File: src/rtl/seg_scan_decoder.sv
// -----------------------------------------------------------------------------
// seg_scan_decoder
//
// Purpose:
//    Watches the anode/segment lines of a multiplexed 4-digit 7-segment display
//    and reconstructs the 16-bit hex value being shown. A digit is accepted
//    only after the same (an, seg) pair has been sampled on STABLE_CYCLES
//    consecutive rising edges, which filters out scan transitions and ghosting.
//    When all four digits have been captured, the frame is published on
//    value/digit_err and valid pulses for one cycle.
//
// Parameters:
//    STABLE_CYCLES  consecutive identical samples needed to accept a digit
//                   (legal range 2..255)
//
// Ports:
//    clk        in   1   system clock, rising-edge active
//    rst        in   1   synchronous reset, active-high
//    an         in   4   one-hot digit enable, an[i] selects digit i
//    seg        in   7   segment lines, bit6=a ... bit0=g, active-high
//    value      out 16   last complete frame, digit i in value[4i+3:4i]
//    valid      out  1   one-cycle pulse when a new frame is published
//    digit_err  out  4   per-digit flag: pattern was not a legal hex glyph
// -----------------------------------------------------------------------------
module seg_scan_decoder #(
   parameter int unsigned STABLE_CYCLES = 4
) (
   input  logic        clk,
   input  logic        rst,
   input  logic [3:0]  an,
   input  logic [6:0]  seg,
   output logic [15:0] value,
   output logic        valid,
   output logic [3:0]  digit_err
);

   // Counter value on the edge *before* acceptance; acceptance happens on the
   // edge that would move the counter from this value to STABLE_CYCLES.
   localparam logic [7:0] ACCEPT_PREV = 8'(STABLE_CYCLES - 1);
   localparam logic [7:0] CNT_MAX     = 8'hFF;

   // Map a segment pattern to {error, nibble}. Unknown patterns give nibble 0
   // with the error bit set.
   function automatic logic [4:0] decode_glyph(input logic [6:0] pattern);
      logic [4:0] result;
      case (pattern)
         7'b1111110: result = {1'b0, 4'h0};
         7'b0110000: result = {1'b0, 4'h1};
         7'b1101101: result = {1'b0, 4'h2};
         7'b1111001: result = {1'b0, 4'h3};
         7'b0110011: result = {1'b0, 4'h4};
         7'b1011011: result = {1'b0, 4'h5};
         7'b1011111: result = {1'b0, 4'h6};
         7'b1110000: result = {1'b0, 4'h7};
         7'b1111111: result = {1'b0, 4'h8};
         7'b1111011: result = {1'b0, 4'h9};
         7'b1110111: result = {1'b0, 4'hA};
         7'b0011111: result = {1'b0, 4'hB};
         7'b1001110: result = {1'b0, 4'hC};
         7'b0111101: result = {1'b0, 4'hD};
         7'b1001111: result = {1'b0, 4'hE};
         7'b1000111: result = {1'b0, 4'hF};
         default:    result = {1'b1, 4'h0};
      endcase
      return result;
   endfunction

   // True when exactly one bit of the enable vector is set.
   function automatic logic is_one_hot(input logic [3:0] vec);
      logic r;
      case (vec)
         4'b0001, 4'b0010, 4'b0100, 4'b1000: r = 1'b1;
         default:                            r = 1'b0;
      endcase
      return r;
   endfunction

   // Binary index of a one-hot enable; only meaningful when is_one_hot holds.
   function automatic logic [1:0] digit_index(input logic [3:0] vec);
      logic [1:0] r;
      case (vec)
         4'b0001: r = 2'd0;
         4'b0010: r = 2'd1;
         4'b0100: r = 2'd2;
         4'b1000: r = 2'd3;
         default: r = 2'd0;
      endcase
      return r;
   endfunction

   // State
   logic [3:0]  prev_an_q,   prev_an_d;
   logic [6:0]  prev_seg_q,  prev_seg_d;
   logic [7:0]  run_cnt_q,   run_cnt_d;
   logic [3:0]  mask_q,      mask_d;
   logic [15:0] slot_nib_q,  slot_nib_d;
   logic [3:0]  slot_err_q,  slot_err_d;
   logic [15:0] value_q,     value_d;
   logic [3:0]  digit_err_q, digit_err_d;
   logic        valid_q,     valid_d;

   // Combinational helpers
   logic        an_one_hot_s;
   logic        same_pair_s;
   logic        accept_s;
   logic [4:0]  glyph_s;
   logic [1:0]  idx_s;

   // Run counter and previous-sample tracking.
   always_comb begin
      an_one_hot_s = is_one_hot(an);
      same_pair_s  = (an == prev_an_q) && (seg == prev_seg_q);
      prev_an_d    = an;
      prev_seg_d   = seg;
      if (!an_one_hot_s) begin
         run_cnt_d = 8'd0;
      end else if (same_pair_s) begin
         if (run_cnt_q == CNT_MAX) begin
            run_cnt_d = CNT_MAX;
         end else begin
            run_cnt_d = run_cnt_q + 8'd1;
         end
      end else begin
         run_cnt_d = 8'd1;
      end
      // Accept only on the transition into STABLE_CYCLES so a long dwell (or
      // a saturated counter) never re-triggers.
      accept_s = an_one_hot_s && same_pair_s && (run_cnt_q == ACCEPT_PREV);
   end

   // Slot capture, mask tracking and frame publication.
   always_comb begin
      glyph_s     = decode_glyph(seg);
      idx_s       = digit_index(an);
      slot_nib_d  = slot_nib_q;
      slot_err_d  = slot_err_q;
      mask_d      = mask_q;
      value_d     = value_q;
      digit_err_d = digit_err_q;
      valid_d     = 1'b0;
      if (accept_s) begin
         case (idx_s)
            2'd0:    slot_nib_d[3:0]   = glyph_s[3:0];
            2'd1:    slot_nib_d[7:4]   = glyph_s[3:0];
            2'd2:    slot_nib_d[11:8]  = glyph_s[3:0];
            2'd3:    slot_nib_d[15:12] = glyph_s[3:0];
            default: slot_nib_d        = slot_nib_q;
         endcase
         slot_err_d[idx_s] = glyph_s[4];
         mask_d[idx_s]     = 1'b1;
         // The digit being written this edge is already folded into the
         // *_d copies, so the published frame includes it.
         if (mask_d == 4'b1111) begin
            value_d     = slot_nib_d;
            digit_err_d = slot_err_d;
            valid_d     = 1'b1;
            mask_d      = 4'b0000;
         end else begin
            valid_d     = 1'b0;
         end
      end else begin
         valid_d = 1'b0;
      end
   end

   // State registers; reset wins over any same-edge acceptance.
   always_ff @(posedge clk) begin
      if (rst) begin
         prev_an_q   <= 4'd0;
         prev_seg_q  <= 7'd0;
         run_cnt_q   <= 8'd0;
         mask_q      <= 4'd0;
         slot_nib_q  <= 16'd0;
         slot_err_q  <= 4'd0;
         value_q     <= 16'd0;
         digit_err_q <= 4'd0;
         valid_q     <= 1'b0;
      end else begin
         prev_an_q   <= prev_an_d;
         prev_seg_q  <= prev_seg_d;
         run_cnt_q   <= run_cnt_d;
         mask_q      <= mask_d;
         slot_nib_q  <= slot_nib_d;
         slot_err_q  <= slot_err_d;
         value_q     <= value_d;
         digit_err_q <= digit_err_d;
         valid_q     <= valid_d;
      end
   end

   assign value     = value_q;
   assign digit_err = digit_err_q;
   assign valid     = valid_q;

endmodule
File: config.mk
export PLATFORM = sky130hd
export DESIGN_NAME = seg_scan_decoder
export DESIGN_NICKNAME = d
export VERILOG_FILES = /design/src/rtl/seg_scan_decoder.sv
export SDC_FILE = /design/constraint.sdc
export NUM_CORES = 1
export LEC_CHECK = 0
export CORE_MARGIN = 1
export CORE_UTILIZATION = 50
export DETAILED_ROUTE_END_ITERATION = 10
export GPL_TIMING_DRIVEN = 0
export PLACE_DENSITY = 0.75
export SYNTH_ARGS = -nofsm -noshare
export SYNTH_HDL_FRONTEND = slang
export SYNTH_SLANG_ARGS = --single-unit
File: constraint.sdc
create_clock -name clk -period 2.72 [get_ports clk]
set_input_delay 0.816 -clock clk [delete_from_list [all_inputs] [get_ports clk]]
set_output_delay 0.816 -clock clk [all_outputs]
set_load 0.005 [all_outputs]
* Word-level counts from Yosys, hierarchy flattened *
Index checks and enable logic that the tools add are counted.

word-level totals
  register bits after elaboration = 64
  latch bits = 0
  bits in writable memories = 0
  ROM bits = 0
  bits of input ports = 13
  output and inout bits = 21
  word-level logic and storage cells = 69
  memories = 0

operators by class
  $add $sub $neg = 1
  multiply operators = 0
  div/mod/pow operators = 0
  magnitude comparators = 2
  equality and inequality tests = 28
  shifts and indexed selects = 0
  muxes and demuxes = 14
  bitwise gates (word level) = 4
  reduce and logical (&&, ||, !) cells = 10

operators by type and width
  kind                                                                  count
  7-bit == test, second input constant                                  12
  5-bit case mux with 16 select lines                                   1
  7-bit by 6-bit == test with 1-bit output, second input constant       3
  4-bit 2-to-1 mux                                                      5
  8-bit by 1-bit adder with 8-bit output, second input constant         1
  4-bit == test, second input constant                                  2
  8-bit by 2-bit == test with 1-bit output, second input constant       1
  8-bit == test, second input constant                                  1
  8-bit 2-to-1 mux                                                      1
  7-bit by 5-bit == test with 1-bit output, second input constant       1
  7-bit == test                                                         1
  2-bit case mux with 3 select lines                                    1
  4-bit bitwise mux                                                     1
  2-bit == test, second input constant                                  2
  4-bit by 1-bit == test with 1-bit output, second input constant       1
  4-bit by 2-bit == test with 1-bit output, second input constant       1
  4-bit by 3-bit == test with 1-bit output, second input constant       1
  4-bit == test                                                         1
  1-bit logical AND                                                     4
  1-bit 2-to-1 mux                                                      4
  4-bit bitwise OR                                                      1
  2-bit OR reduction                                                    2
  4-bit OR reduction                                                    1
  2-bit by 3-bit < comparator with 1-bit output, second input constant  1
  other kinds (7)                                                       9

* Longest topological paths before layout *
  word-level depth = 9
  gate-level depth with buffers = 10
  gate-level depth less buffers = 7

* Worst setup path before layout *
Ideal clock, no wire load.

  path kind = input port to flip-flop
  start point = in an[3]
  end point = reg value_q[6], in the netlist value[6]
  setup time = 0.128 ns
  arrival time = 2.763 ns
  data required time = 2.592 ns
  setup slack = -0.171 ns
  stages = 10
  buffers on the path = 4
  cell sequence = buf_2 > or4b_1 > buf_2 > a222oi_1 > o21ai_1 > nor4b_2 > buf_4 > buf_12 > mux2i_1 > nor2_1

between the ends
  longest elaborated chain between the ends = 9
  elaborated cells between the ends (all ways) = 21
  those cells by class = 2 x order compare; 7 x eq/ne; 5 x mux; 1 x bitwise; 6 x reduce/logical

RTL lines
  item                                                                                                                                   line    text
  start, declared                                                                                                                        30      input logic [3:0] an,
  4-bit == test (tied with other cells)                                                                                                  71, 81
  2-bit case mux with 3 select lines                                                                                                     81      case (vec)
  2-bit by 3-bit < comparator with 1-bit output (implied by the code) or 2-bit by 1-bit >= comparator with 1-bit output (tied branches)  150     mask_d[idx_s] = 1'b1;
  1-bit logical AND (implied by the code)                                                                                                150
  1-bit 2-to-1 mux (implied by the code)                                                                                                 150
  1-bit demux with 2-bit select                                                                                                          150
  4-bit bitwise OR (no line)                                                                                                             -
  4-bit == test                                                                                                                          153     if (mask_d == 4'b1111) begin
  2-bit AND reduction (no line)                                                                                                          -
  end signal, assigned                                                                                                                   185     value_q <= value_d;
  end, declared                                                                                                                          98      logic [15:0] value_q, value_d;

Several ways; a longest one is shown, not always the timed one.
A chain may end at the register's enable or synchronous reset.

* Final worst setup path *
  start point = in an[3]
  end point = reg value_q[10], in the netlist value[10]

The elaborated chain is that of the path after synthesis.

==> results.py <==
metrics = {
    "status": {
        "status": "finished, violations left",
        "violations": "negative setup slack",
    },
    "sta": {
        "fin_ws_ps": -138.7,
        "fin_crit_ps": 2859,
        "rsz0062_at_grt": "true",
        "period_share_pct": 105.1,
        "hold_viol_final": 0,
        "drv_slew": 0,
        "max-slew-margin-rel_pct": 52.93,
        "hold_slack_ps": 458.9,
        "worst_pin_slew_ps": 701.8,
        "max_freq_ghz": 0.3498,
        "skew_ps": 9.944,
        "finalSetupViolations": 23,
    },
    "setup_path": {
        "worstPathMaxFanout": 5,
        "arrival_ps": 3070,
        "endpoint_kind": "register",
        "r2r_slack_ps": 600,
        "critPathKind": "in2reg",
        "r2r_end": "slot_nib_q[1]",
        "r2r.worst_path.cells": 7,
        "startpoint_type": "input port",
        "r2r-start": "run_cnt_q[0]",
        "cp.required_ps": 2940,
    },
    "clock_tree": {
        "root_buffer": "clkbuf_8",
        "cts_tree": "yes",
        "cts.path.max_buffers": 2,
        "clkTransAtPathRegs_ps": 70,
        "cts_hold_buffers": 0,
        "cts_htree_levels": 3,
        "cts_sinks": 64,
        "clock_latency_ps": 350,
        "cts_buffers": 9,
    },
    "grt": {
        "grt_pass1_vias": 2574,
        "grt_pass1_wl_um": 12520,
        "antenna_found_initial": 0,
        "grt_usage_pct": 25.88,
        "grt_max_degree": 12,
        "overflow": 0,
    },
    "route": {
        "via_per_inst": 5.626,
        "antenna_left": 0,
        "vias": 2734,
        "post-route-drc-count": 0,
        "firstDrtPassIters": 5,
        "wire_per_inst_um": 16.32,
        "drtIter0Drc": 129,
        "wirelength_um": 7930,
    },
    "floorplanning": {
        "die-area_um2": 6474,
        "dieHeight_um": 80.46,
        "die_x_um": 80.46,
        "initial_core_util_pct": 51.99,
        "io_pins": 34,
        "core_um2": 5921,
        "rows": 28,
    },
    "finish": {
        "multi_input_area_um2": 1708,
        "area_delta_synth_final_pct": 29.76,
        "drive_gt1_share_pct": 18.25,
        "seq_area_um2": 1281,
        "num-fill-cells": 486,
        "final_nets": 420,
        "antenna_cells": 0,
        "mostFrequentLayoutCell": "dfxtp_1",
        "mostFrequentLayoutCells": "dfxtp_1, nor2_1, mux2i_1",
    },
    "placed_design": {
        "place_congestion": 0.8612,
        "portBuffers": 29,
        "pre_cts_slack_ps": -934.2,
        "hpwl_um": 5128,
    },
    "min_path": {
        "hold_path_depth": 2,
        "hp-class": "reg2reg",
        "min_from": "mask_q[0]",
        "hold-path-endpoint": "mask_q[0]",
    },
    "power": {
        "total_power_mw": 1.922,
        "peakVddDrop_uv": 341.8,
        "power.density_nw_per_um2": 481.3,
        "leakage_nw": 1.586,
    },
    "yosys": {
        "ys_ff_latch": 64,
        "ys_types": 49,
        "synthFlopType": "dfxtp_1",
        "synth.net_count": 360,
        "synthesis.area_um2": 3078,
        "yosys_warnings": 0,
        "synthArstFlopShare_pct": 0,
        "syn_area_per_cell_um2": 8.896,
        "ys_seq_area_share_pct": 41.63,
        "synth_cells": 346,
        "synth_edf_count": 0,
    },
    "flow_run": {
        "drv_cap": 0,
    },
}
[worst max path at each step]
| stage | from | endpoint | slack (ps) |
|---|---|---|---|
| after global routing | an[3] | value[11] | -240 |
| after detailed placement | an[0] | value[10] | -930 |
| final | an[3] | value[10] | -140 |
| after global placement | an[0] | value[14] | -870 |
| after floorplan | an[0] | value[6] | -170 |
| after CTS | an[3] | value[10] | -70 |
[layout make-up]
type                    instances  area share, %
clock buffers                  11          3.289
clock inverters                 5          1.441
well taps                      75          2.350
plain buffers                  24          4.417
repair buffers                 51          13.00
flip-flops and latches         64          32.08
inverters                       7         0.6579
multi-input cells             249          42.76
[cell usage after synthesis (all sizes together) (6+ instances only)]
| master | count | share of area [%] |
|---|---|---|
| a211oi | 8 | 2.0 |
| a21oi | 18 | 2.9 |
| buf | 11 | 2.8 |
| clkbuf | 15 | 1.9 |
| dfxtp | 64 | 42 |
| inv | 7 | 0.85 |
| mux2i | 34 | 11 |
| nand2 | 19 | 2.3 |
| nand3 | 11 | 1.8 |
| nor2 | 53 | 6.5 |
| nor2b | 9 | 1.8 |
| nor3 | 9 | 1.8 |
| nor4b | 6 | 1.9 |
| o211ai | 6 | 1.6 |
| o21ai | 11 | 1.8 |
| xnor2 | 15 | 4.3 |
[metal layers]
layer  vias up  GRT usage (%)  share of wire (%)
met5         -              0                  0
met4         0          13.39                2.1
met3        19          5.341                3.7
met2        70          42.80                 49
met1      1309          31.46                 45
li1       1336              -                  -
[state kept, by name (all words and copies together), names as in the netlist]
name,cells
value,16
run_cnt_q,8
slot_nib_q,16
mask_q,4
valid,1
digit_err,4
prev_an_q,4
slot_err_q,4
prev_seg_q,7
[cells by family after synthesis]
logic type               Yosys count  share of synthesized area [%]
multiplexers                      34                          11.06
adder cells (fa/ha/maj)            1                         0.4064
AO/OA/AOI/OAI                     57                          12.28
XOR/XNOR                          17                          4.838
buffers and inverters             33                          5.488
flip-flops                        64                          41.63
AND/OR/NAND/NOR                  140                          24.31
[per-stage QoR]
step / util (%) / TNS [ps] / instances / cell area [um2]
after floorplan: - / -2418 / 346 / 3114
after detailed placement: 59.09 / -39190 / 450 / 3498
final: 67.46 / -1598 / 486 / 3994
after global routing: 67.46 / -4485 / 486 / 3994
after global placement: 59.09 / -36370 / 450 / 3498
after CTS: 66.72 / -437.8 / 483 / 3950
[power breakdown]
group | internal (mW) | switching, mW
combinational | 0.0683 | 0.103
clock | 0.422 | 0.378
sequential | 0.946 | 0.00442
[timing repair]
item | in CTS | in global routing
endpoints found under the setup margin | 50 | 44
pin swaps | 10 | 9
gates cloned | 2 | 0
resized for setup | 36 | 10
buffers inserted | 16 | 5
[worst max-delay path: stages]
cell	delay (ps)
buf_6	90
or4b_4	540
clkbuf_16	160
a222oi_1	350
o21ai_1	160
nor4b_2	270
buf_4	210
buf_12	120
buf_12	110
mux2i_1	180
nor2_1	60
No activity file was read; power rests on OpenSTA's default activity.
